<file path="config.mk">
export PLATFORM = sky130hd
export DESIGN_NAME = alu_arbiter
export DESIGN_NICKNAME = d
export VERILOG_FILES = /design/src/rtl/alu_arbiter.sv
export SDC_FILE = /design/constraint.sdc
export NUM_CORES = 1
export LEC_CHECK = 0
export CORE_ASPECT_RATIO = 1.2
export CORE_MARGIN = 3
export CORE_UTILIZATION = 40
export DETAILED_ROUTE_END_ITERATION = 8
export PLACE_DENSITY = 0.82
export SKIP_CTS_REPAIR_TIMING = 1
export SYNTH_ARGS = -nofsm -noshare
export SYNTH_HDL_FRONTEND = slang
export SYNTH_SLANG_ARGS = --single-unit
</file>
<file path="constraint.sdc">
create_clock -name i_clk -period 1.8 [get_ports i_clk]
set_input_delay 0.27 -clock i_clk [delete_from_list [all_inputs] [get_ports i_clk]]
set_output_delay 0.27 -clock i_clk [all_outputs]
set_load 0.05 [all_outputs]
</file>
<file path="src/rtl/alu_arbiter.sv">
// Two-requester arbiter/sequencer in front of the combinational 32-bit ALU.
// Define ALU_ARB_FIXED_PRIO_EN for fixed priority (requester 0 wins ties); default is round-robin.
module alu_arbiter (
  input  logic        i_clk,
  input  logic        i_rst_n,
  input  logic        i_req0,
  input  logic        i_req1,
  input  logic [31:0] i_a0,
  input  logic [31:0] i_b0,
  input  logic [31:0] i_a1,
  input  logic [31:0] i_b1,
  input  logic [3:0]  i_ctl0,
  input  logic [3:0]  i_ctl1,
  input  logic [4:0]  i_sa0,
  input  logic [4:0]  i_sa1,
  output logic        o_gnt0,
  output logic        o_gnt1,
  output logic        o_done0,
  output logic        o_done1,
  output logic [31:0] o_result,
  output logic        o_zero,
  output logic        o_busy,
  output logic [31:0] o_alu_a,
  output logic [31:0] o_alu_b,
  output logic [3:0]  o_alu_control,
  output logic [4:0]  o_alu_sa,
  input  logic [31:0] i_alu_result,
  input  logic        i_alu_zero
);

  // state | meaning
  // IDLE  | no operation in flight, arbitrating
  // EXEC  | ALU computing from operand registers, grant pulse to owner
  // RESP  | result registered, done pulse to owner, arbitrating again
  typedef enum logic [1:0] {ST_IDLE, ST_EXEC, ST_RESP} state_t;

  state_t      state_q, state_d;
  logic        owner_q, owner_d;
  logic [31:0] a_q, a_d, b_q, b_d;
  logic [3:0]  ctl_q, ctl_d;
  logic [4:0]  sa_q, sa_d;
  logic [31:0] result_q, result_d;
  logic        zero_q, zero_d;
  logic        any_req, winner;

`ifdef ALU_ARB_FIXED_PRIO_EN
  always_comb winner = ~i_req0;
`else
  logic ptr_q, ptr_d;

  always_comb winner = (i_req0 & i_req1) ? ptr_q : i_req1;
`endif

  assign any_req = i_req0 | i_req1;

  always_ff @(posedge i_clk or negedge i_rst_n) begin
    if (!i_rst_n) begin
      state_q  <= ST_IDLE;
      owner_q  <= 1'b0;
      a_q      <= '0;
      b_q      <= '0;
      ctl_q    <= '0;
      sa_q     <= '0;
      result_q <= '0;
      zero_q   <= 1'b0;
`ifndef ALU_ARB_FIXED_PRIO_EN
      ptr_q    <= 1'b0;
`endif
    end else begin
      state_q  <= state_d;
      owner_q  <= owner_d;
      a_q      <= a_d;
      b_q      <= b_d;
      ctl_q    <= ctl_d;
      sa_q     <= sa_d;
      result_q <= result_d;
      zero_q   <= zero_d;
`ifndef ALU_ARB_FIXED_PRIO_EN
      ptr_q    <= ptr_d;
`endif
    end
  end

  always_comb begin
    state_d  = state_q;
    owner_d  = owner_q;
    a_d      = a_q;
    b_d      = b_q;
    ctl_d    = ctl_q;
    sa_d     = sa_q;
    result_d = result_q;
    zero_d   = zero_q;
`ifndef ALU_ARB_FIXED_PRIO_EN
    ptr_d    = ptr_q;
`endif
    case (state_q)
      ST_EXEC: begin
        result_d = i_alu_result;
        zero_d   = i_alu_zero;
        state_d  = ST_RESP;
      end
      default: begin
        // IDLE and RESP both arbitrate, giving one op every two cycles when busy
        if (any_req) begin
          state_d = ST_EXEC;
          owner_d = winner;
          a_d     = winner ? i_a1   : i_a0;
          b_d     = winner ? i_b1   : i_b0;
          ctl_d   = winner ? i_ctl1 : i_ctl0;
          sa_d    = winner ? i_sa1  : i_sa0;
`ifndef ALU_ARB_FIXED_PRIO_EN
          ptr_d   = ~winner;
`endif
        end else begin
          state_d = ST_IDLE;
        end
      end
    endcase
  end

  assign o_gnt0        = (state_q == ST_EXEC) && !owner_q;
  assign o_gnt1        = (state_q == ST_EXEC) &&  owner_q;
  assign o_done0       = (state_q == ST_RESP) && !owner_q;
  assign o_done1       = (state_q == ST_RESP) &&  owner_q;
  assign o_busy        = (state_q != ST_IDLE);
  assign o_result      = result_q;
  assign o_zero        = zero_q;
  assign o_alu_a       = a_q;
  assign o_alu_b       = b_q;
  assign o_alu_control = ctl_q;
  assign o_alu_sa      = sa_q;

endmodule

</file>
== Word level (Yosys, flattened, before mapping) ==
Index checks and enable logic that the tools add are counted.
Word-level totals
  bits of input ports: 183
  bits in registers: 110
  logic and storage cells: 29
Operators by class
  reduce and logical (&&, ||, !) cells: 7
  eq/ne operators: 2
  bitwise operators: 4
  muxes and demuxes: 7
Operator list (count)
  2-to-1 mux 32 bit: 2
  2-to-1 mux 5 bit: 1
  logical AND 1 bit: 4
  2-to-1 mux 4 bit: 1
  equality test 2 x 1 -> 1 bit, second input constant: 1
  equality test 2 bit, second input constant: 1
  2-to-1 mux 1 bit: 2
  2-to-1 mux 2 bit: 1
  NOT 1 bit: 2
  AND reduction 2 bit: 1
  nonzero test 2 bit: 1
  AND 1 bit: 1
  zero test 1 bit: 1
  bitwise OR 1 bit: 1

== Longest topological paths before layout ==
Gate-level depths: netlist of the first run.
  depth after elaboration: 3
  gate-level depth with buffers: 8
  depth with buffers taken out: 4

== Least setup slack after synthesis of the first run ==
Ideal clock, no wire load.
  kind: reg2out
  start point: register state_q[0]
  end point: output port o_done0
  path buffers: 0
  data arrival time: 1.548 ns
  slack: -0.018 ns
  stages on the path, launching flop included: 2
  data required time: 1.530 ns
  path through: dfrtp_1 -> nor3b_1
Between the ends
  cells in the longest elaborated chain, start to end: 2
RTL lines
  start, declared: RTL line 37  | state_t state_q, state_d;
  start signal, assigned: RTL line 70  | state_q <= state_d;
  equality test 2 bit: RTL line 123  | assign o_done0 = (state_q == ST_RESP) && !owner_q;
  logical AND 1 bit: RTL line 123
  end, declared: RTL line 18  | output logic o_done0,
Every way passes these cells.

== Worst setup path after layout of the first run ==
  start point: register a_q[17], in the netlist o_alu_a[17]
  end point: output port o_alu_a[17]
RTL lines
  start, declared: RTL line 39  | logic [31:0] a_q, a_d, b_q, b_d;
  start signal, assigned: RTL line 60  | a_q <= '0;
  start signal, assigned: RTL line 72  | a_q <= a_d;
  end, declared: RTL line 23  | output logic [31:0] o_alu_a,
No word-level cell between the ends.

==> out/qor.csv, run 1 <==
metric,value,unit
failed_checks,setup timing,
p_leak,4.27,nW
clk-insertion-delay-late,0.34,ns
viasPerCell,5.74,
synth_top_area_frac,0.504,
powerDensity,1900,nW/µm²
critPathCaptureType,primary output,
drtPass1Iterations,4,
grt_max_degree,82,
synthFlopType,dfrtp_1,
period_minus_slack,1.81,ns
reg2reg_slack,0.21,ns
dpl_cell_area,8540,µm²
start_kind,flop,
synth_mux_area_frac,0.00206,
grt_pass1_vias,5445,
dieHeight,134,µm
portBuffers,293,
antennaDiodeCount,0,
clock_path_buffers,2,
synth_nets,689,
layout.nets,947,
initialDrtViolationCount,428,
routed_wl,18.7,mm
max-slew-margin-rel,0.636,
yosysWarningCount,0,
finalHoldViolations,0,
async_flop_share,1.00,
slew_violations,0,
crit_buf_inv,1,
synth_cell_type_count,21,
cts-htree-levels,3,
clk_pin_slew_worst_paths,0.08,ns
syn_to_final_growth,65.7,%
antenna_found_initial,0,
num_rows,46,
synth_compound_area_frac,0.354,
core,13300,µm²
antenna_left,0,
r2r-start,state_q[0]$_DFF_PN0_,
grt-ovfl-total,0,
cts_sinks,110,
peakVddDrop,0.00127,V
start_util,0.410,
grt_pass1_wl,28.5,mm
critPathRequiredTime,1.53,ns
r2r_end,o_alu_b[25]$_DFFE_PN0P_,
drc_errors,0,
drive_gt1_frac,0.0923,
finalCritPeriodShare,1.00,
critPathSlowestCell,clkdlybuf4s50_1,
yosys.area_share.simple,0.0793,
max_freq,554,MHz
place.gp.congestion,0.866,
yosys.area_share.adder,0,
root_buffer,clkbuf_16,
path_max_fanout,2,
worst_slack,-0.00505,ns
maxCapViolCount,0,
final_area,9040,µm²
status,"complete, but fails checks",
ios,294,
setup_violations,1,
dieArea,15100,µm²
cts_made_buffers,9,
reg2reg_depth,6,
wl_per_cell,20.0,µm
fin_util,0.680,
synth_largest_area_cell,dfrtp_1,
holdWs,0.297,ns
crit_type,flop to primary output,
cts_tree,done,
syn-cell-area,5460,µm²
hold_class,input pin to asynchronous set/reset pin,
synth_top_family_by_area,compound AO/OA/AOI/OAI gates,
cp_slowest_stage_delay,0.82,ns
place_hpwl,13.2,mm
synth.area.top_cells,"dfrtp_1 50%, a311o_1 13%, o22a_1 12%",
ys_seq_elements,110,
cp.arrival,1.54,ns
crit_chain,clkdlybuf4s50_1,
grt_use_total,0.231,
vias,5382,
die_x,113,µm
skew,0.00520,ns
yosysSeqAreaShare,0.504,
critPathTopFamily,buffers and inverters,
synth-edff-count,0,
syn-instance-count,506,
synthXorXnorAreaFrac,0,
syn_area_per_cell,10.8,µm²
tightest_slew,0.544,ns
[worst max-delay path by stage]
stage                                        from                      end  cells after the start
final                     o_alu_a[17]$_DFFE_PN0P_              o_alu_a[17]                      1
after global routing      o_alu_a[17]$_DFFE_PN0P_              o_alu_a[17]                      1
after CTS                    state_q[1]$_DFF_PN0_                   o_gnt0                      4
after detailed placement                   i_req0  o_alu_b[25]$_DFFE_PN0P_                      6
after global placement                     i_req0  o_alu_b[20]$_DFFE_PN0P_                      5
after floorplan              state_q[1]$_DFF_PN0_                   o_gnt0                      4
[where the power goes]
group | switching (mW) | internal [mW]
clock | 0.928 | 1.09
combinational | 6.93 | 3.79
sequential | 0.727 | 3.71
total | 8.59 | 8.59
[synth_stat cells, types with 2 or more instances]
cell type	count
a21boi_0	73
a311o_1	73
buf_1	2
buf_2	14
buf_4	2
buf_6	8
clkbuf_1	38
dfrtp_1	110
nand2_1	100
nand2b_1	2
nor2_2	2
o22a_1	73
[kinds of logic after synthesis]
logic type	Yosys count
simple gates	109
compound gates	221
mux	1
buf+inv	65
flops	110
[routing by layer]
metal | vias to the layer above | global-route usage | wire [µm]
li1 | 2439 | - | -
met1 | 2665 | 0.270 | 6710
met2 | 250 | 0.415 | 10100
met3 | 28 | 0.0618 | 1450
met4 | 0 | 0.0675 | 444
met5 | - | 0 | 0
[sequential cells by signal (all words and copies together), names as in the netlist]
signal         flops
owner_q            1
o_alu_a           32
o_alu_sa           5
state_q            2
o_alu_b           32
o_alu_control      4
o_result          32
o_zero             1
ptr_q              1
[through the flow]
stage	power, mW	setup slack [ns]	instances	setup TNS [ns]
floorplan	11.5	0.0328	506	0
global placement	15.0	-0.0123	920	-0.0222
detailed placement	15.3	-0.0356	920	-0.173
CTS	17.3	-0.0404	936	-0.148
global route	18.0	-0.0364	937	-0.0614
finish	17.2	-0.00505	937	-0.00505
[layout make-up]
cell class,instances,area (µm²)
clock buffers,10,229
multi-input cells,331,2410
clock inverters,6,66.3
repair buffers,311,3360
inverters,1,8.76
fillers,1018,4260
flip-flops and latches,110,2750
well taps,168,210
[placed cells by master, fill, tap and decap left out]
master           count
clkinv_2             2
dfrtp_1            110
nor2_2               1
o22a_1              73
a21boi_0            73
nor3b_2              1
o21ai_0              1
buf_12              15
dlymetal6s2s_1      71
or2_2                1
nor2_4               2
buf_4               31
clkbuf_1             1
clkinv_4             1
dlygate4sd3_1        1
nand2_1            100
and3b_1              1
clkbuf_16            9
inv_6                3
o31ai_1              1
and2_1               1
nand2b_4             2
mux2_2               1
clkdlybuf4s50_1    192
bufinv_16            1
buf_6                1
a311o_1             73
(Power assumes the default switching activity.)
==> run 2, diff against run 1 <==
--- a/config.mk
+++ b/config.mk
@@ -5,7 +5,7 @@
 export SDC_FILE = /design/constraint.sdc
 export NUM_CORES = 1
 export LEC_CHECK = 0
-export CORE_ASPECT_RATIO = 1.2
+export CORE_ASPECT_RATIO = 1.4
 export CORE_MARGIN = 3
 export CORE_UTILIZATION = 40
 export DETAILED_ROUTE_END_ITERATION = 8
==> run 2 against run 1 <==
  * The run now ends clean
  * Cell count increased by 1.5%
  * Total power decreased by 0.33%
  * Utilization increased by 0.097 points
  * Setup slack improved by 0.031 ns
  * Clock-buffer cell count increased by 2
  * Wire length about the same
  * First-iteration DRC count decreased by 47%
  * Design area decreased by 1.2%
  * Sequential share of layout area increased by 0.36 points
  * Fmax increased by 1.7%
  * Largest power group unchanged
  * Highest routed layer unchanged
==> out/qor.csv, run 2 (synthesized netlist as in run 1, its figures left out) <==
metric,value,unit,change
skew,0.0113,ns,was 0.00520 ns
reg2reg_depth,6,,unchanged
initialDrtViolationCount,226,,was 428
cp_slowest_stage_delay,0.81,ns,was 0.82 ns
antennaDiodeCount,0,,unchanged
syn_to_final_growth,63.7,%,was 65.7%
max_freq,564,MHz,was 554 MHz
die_x,105,µm,was 113 µm
grt-ovfl-total,0,,unchanged
grt_max_degree,92,,was 82
root_buffer,clkbuf_16,,unchanged
layout.nets,951,,was 947
drc_errors,0,,unchanged
p_leak,4.06,nW,was 4.27 nW
portBuffers,293,,unchanged
place.gp.congestion,0.857,,was 0.866
clk_pin_slew_worst_paths,0.07,ns,was 0.08 ns
peakVddDrop,0.000934,V,was 0.00127 V
nFillCells,1014,,was 1018
r2r-start,state_q[0]$_DFF_PN0_,,unchanged
place_hpwl,13.5,mm,was 13.2 mm
routed_wl,18.7,mm,about the same
min_path_cells,3,,
maxCapViolCount,0,,unchanged
total_power,17.1,mW,was 17.2 mW
rsz0062_at_grt,false,,
crit_type,flop to primary output,,unchanged
powerDensity,1920,nW/µm²,was 1900 nW/µm²
fin_util,0.681,,was 0.680
antenna_left,0,,unchanged
cts_tree,done,,unchanged
final_cell_mix,"204 x clkdlybuf4s50_1, 110 x dfrtp_1, 100 x nand2_1",,"was 192 x clkdlybuf4s50_1, 110 x dfrtp_1, 100 x nand2_1"
dieArea,15100,µm²,about the same
critPathRequiredTime,1.53,ns,about the same
r2r_end,o_alu_b[15]$_DFFE_PN0P_,,was o_alu_b[25]$_DFFE_PN0P_
drtPass1Iterations,4,,unchanged
antenna_found_initial,0,,unchanged
ios,294,,unchanged
hold_class,input pin to flop,,was input pin to asynchronous set/reset pin
hold_start,i_req1,,
tightest_slew,0.545,ns,was 0.544 ns
core,13100,µm²,was 13300 µm²
num_rows,49,,was 46
hold_end,owner_q$_DFFE_PN0P_,,
path_max_fanout,2,,unchanged
critPathTopFamily,buffers and inverters,,unchanged
cp.arrival,1.50,ns,was 1.54 ns
dieHeight,144,µm,was 134 µm
reg2reg_slack,0.27,ns,was 0.21 ns
clock_path_buffers,2,,unchanged
max-slew-margin-rel,0.636,,about the same
finalCritPeriodShare,0.986,,was 1.00
cts_made_buffers,9,,unchanged
setup_violations,0,,was 1
critPathSlowestCell,clkdlybuf4s50_1,,unchanged
wl_per_cell,19.6,µm,was 20.0 µm
grt_use_total,0.237,,was 0.231
cts_sinks,110,,unchanged
multiInputGateArea,2410,µm²,unchanged
start_util,0.416,,was 0.410
critPathCaptureType,primary output,,unchanged
crit_start,o_result[30]$_DFFE_PN0N_,,was o_alu_a[17]$_DFFE_PN0P_
grt_pass1_wl,28.7,mm,was 28.5 mm
viasPerCell,5.65,,was 5.74
start_kind,flop,,unchanged
drive_gt1_frac,0.107,,was 0.0923
slew_violations,0,,unchanged
final_common_cell,clkdlybuf4s50_1,,unchanged
cts-htree-levels,3,,unchanged
period_minus_slack,1.77,ns,was 1.81 ns
finalHoldViolations,0,,unchanged
crit_chain,clkdlybuf4s50_1,,unchanged
seqCellArea,2750,µm²,unchanged
crit_buf_inv,1,,unchanged
status,"complete, no violations",,"was complete, but fails checks"
vias,5369,,was 5382
clk-insertion-delay-late,0.34,ns,about the same
grt_pass1_vias,5436,,was 5445
run 2: changes by cell type in the layout (fill, tap and decap cells not counted), moves of 2 or more:
| cell | change |
|---|---|
| clkinv_4 | +2 |
| inv_6 | -2 |
| clkbuf_1 | +2 |
| buf_12 | -5 |
| clkdlybuf4s50_1 | +12 |
| dlymetal6s2s_1 | -22 |
| clkinv_2 | -2 |
| buf_4 | +20 |
run 2: how the worst max path moves through the flow:
stage                                    to  depth (start not counted)
floorplan                            o_gnt0                          4
global placement     o_alu_a[4]$_DFFE_PN0P_                          5
detailed placement  o_alu_a[10]$_DFFE_PN0P_                          5
CTS                                  o_gnt1                          4
global route                     o_alu_a[6]                          1
finish                         o_result[30]                          1
run 2: final cells by class:
| class | instances | area share |
|---|---|---|
| Timing Repair Buffer | 315 | 0.364 |
| Sequential cell | 110 | 0.308 |
| Multi-Input combinational cell | 331 | 0.270 |
| Clock buffer | 12 | 0.0265 |
| Tap cell | 178 | 0.0249 |
| Clock inverter | 4 | 0.00630 |
| Inverter | 1 | 0.000981 |
run 2: per-stage QoR:
step | std cells | hold slack, ns | setup WS, ns | area [µm²] | setup TNS [ns]
floorplan | 506 | -0.0256 | 0.0328 | 5460 | 0
global placement | 931 | 0.321 | -0.0279 | 8460 | -0.219
detailed placement | 931 | 0.328 | -0.0565 | 8460 | -1.01
CTS | 947 | -0.0389 | -0.176 | 8750 | -0.380
global route | 951 | 0.422 | 0.000364 | 8930 | 0
finish | 951 | 0.404 | 0.0259 | 8930 | 0
run 2: power breakdown:
group	internal (mW)	switching (mW)
combinational	3.78	6.93
clock	1.09	0.884
sequential	3.71	0.727
run 2: layer usage:
| metal | GRT usage | vias to the layer above | part of all wire |
|---|---|---|---|
| met5 | 0 | - | 0 |
| met4 | 0.0822 | 0 | 0.032 |
| met3 | 0.0509 | 40 | 0.069 |
| met2 | 0.446 | 243 | 0.54 |
| met1 | 0.266 | 2638 | 0.36 |
| li1 | - | 2448 | - |
==> variant: new RTL, flow settings as in run 2 <==
Add a define of `ALU_ARB_FIXED_PRIO_EN`.
--- a/src/rtl/alu_arbiter.sv
+++ b/src/rtl/alu_arbiter.sv
@@ -1,4 +1,6 @@
 // Two-requester arbiter/sequencer in front of the combinational 32-bit ALU.
 // Define ALU_ARB_FIXED_PRIO_EN for fixed priority (requester 0 wins ties); default is round-robin.
+`define ALU_ARB_FIXED_PRIO_EN
+
 module alu_arbiter (
   input  logic        i_clk,
Check against the original RTL: not equivalent (a bounded check fails within 4 cycles, from zero or initial values and one cycle with i_rst_n low).
==> variant against run 2 <==
- sequential power decreased by 1%
- critical endpoint is now o_result[20]
- critical path depth is the same
- power is 5.0% lower
- design area is 4.4% lower
- routed wire length decreased by 17%
- largest power group unchanged
- non-clock buffer count is 11 lower
- via count fell by 24%
- count of clock-buffer cells in the layout down 2
- combinational power down 7%
- global-route usage shrank 2.9 points
- area after synthesis is 4.6% lower
- sequential cell count fell by 1
- clock skew is 0.0049 ns lower
- setup slack improved by 0.012 ns
- highest routed layer unchanged
- largest cell class unchanged
==> variant: results <==
[yosys]
synth_seq_area_share_pct = 52.4
synth_cells = 388
syn_nets = 571
ys_warn_count = 0
ys_types = 19
synth_area_leaders = "dfrtp_1 52%, mux2_2 21%, mux2_4 14%"
netlist_top_cells_count = "109 x dfrtp_1, 99 x nand2_1, 96 x mux2_2"

[sta]
hold_ws_ns = 0.394
tightest_slew_ns = 0.562
clock-skew-final_ns = 0.00648

[detailed_routing]
vias = 4069
drt-wirelength-per-cell_um = 18.7
firstDrtPassIters = 4
drt_iter0_markers = 66

[worst_setup_path]
crit_arrival_ns = 1.49
r2r-end = "o_alu_a[16]$_DFFE_PN0P_"
reg2reg_depth = 5
reg2reg_slack_ns = 0.12

[place]
hpwl_mm = 12.2
dpl.cell_count = 818
globalplace.congestion = 0.789
placed_cell_area_sq_mm = 0.00814

[clocking]
worstSkewPairLatency_ns = 0.33
clk_pin_slew_ns = 0.07

[run_status]
outcome = "finished, final reports clean"

[final_layout]
final_nets = 863
drive_gt1_share_pct = 34.8
stdcell_count = 834

[grt]
grt_pass1_wl_mm = 23.1
grt.total_usage_pct = 20.8
grt_pass1_vias = 4390
grt_max_degree = 60

[power]
intPower_w = 0.00833
p_leak_nw = 4.27
peakVddDrop_mv = 1.09

[worst_hold_path]
hold_start = "i_req0"
min_path_cells = 3
variant: cell types whose count changed after synthesis, sizes merged, moves of 9 or more:
cell / before / now
a21boi: 73 / 0
a311o: 73 / 0
buf: 26 / 17
clkbuf: 38 / 6
mux2: 1 / 146
o22a: 73 / 0
variant: kinds of logic after synthesis:
kind of cell	share of synthesized area, %
and+or+nand+nor	8.10
DFF	52.4
buffers and inverters	4.13
AOI/OAI and AO/OA	0.168
muxes	35.2
variant: how the worst max path moves through the flow:
stage	from	slack [ns]	to
3_5_place_dp	i_req1	0.04	o_alu_a[16]$_DFFE_PN0P_
5_1_grt	o_result[28]$_DFFE_PN0N_	0.0009	o_result[28]
4_1_cts	o_result[17]$_DFFE_PN0N_	-0.02	o_result[17]
6_report	o_result[20]$_DFFE_PN0N_	0.04	o_result[20]
3_3_place_gp	i_req1	0.06	o_alu_a[16]$_DFFE_PN0P_
2_1_floorplan	state_q[1]$_DFF_PN0_	0.03	o_gnt0
variant: power by group through the flow:
stage                     Combinational (W)  Clock (W)  Sequential [W]
after global routing                 0.0104    0.00203         0.00455
after detailed placement             0.0101          0         0.00443
after CTS                            0.0101    0.00195         0.00442
final                               0.00998    0.00190         0.00439
after floorplan                     0.00257          0         0.00855
after global placement              0.00991          0         0.00438
variant: layout make-up:
| class | count | area, sq um |
|---|---|---|
| fill | 921 | 4010 |
| multi-input combinational | 254 | 2270 |
| timing repair buffer | 304 | 3060 |
| clock buffer | 10 | 229 |
| tap | 150 | 188 |
| sequential | 109 | 2730 |
| clock inverter | 5 | 52.6 |
| inverter | 2 | 12.5 |
variant: layer usage:
layer  vias up  wire [um]  GRT usage, %
li1       1885          -             -
met1      1967       5460          22.5
met2       195       8540          38.9
met3        22       1250          5.74
met4         0        305          5.74
met5         -          0             0
variant: through the flow:
stage | TNS (ns) | setup slack (ns) | total power (W) | utilization, %
2_1_floorplan | 0 | 0.0320 | 0.0111 | -
3_3_place_gp | 0 | 0.0554 | 0.0143 | 64.8
3_5_place_dp | 0 | 0.0362 | 0.0145 | 64.8
4_1_cts | -0.0405 | -0.0236 | 0.0165 | 67.1
5_1_grt | 0 | 0.000857 | 0.0169 | 68.1
6_report | 0 | 0.0382 | 0.0163 | 68.1
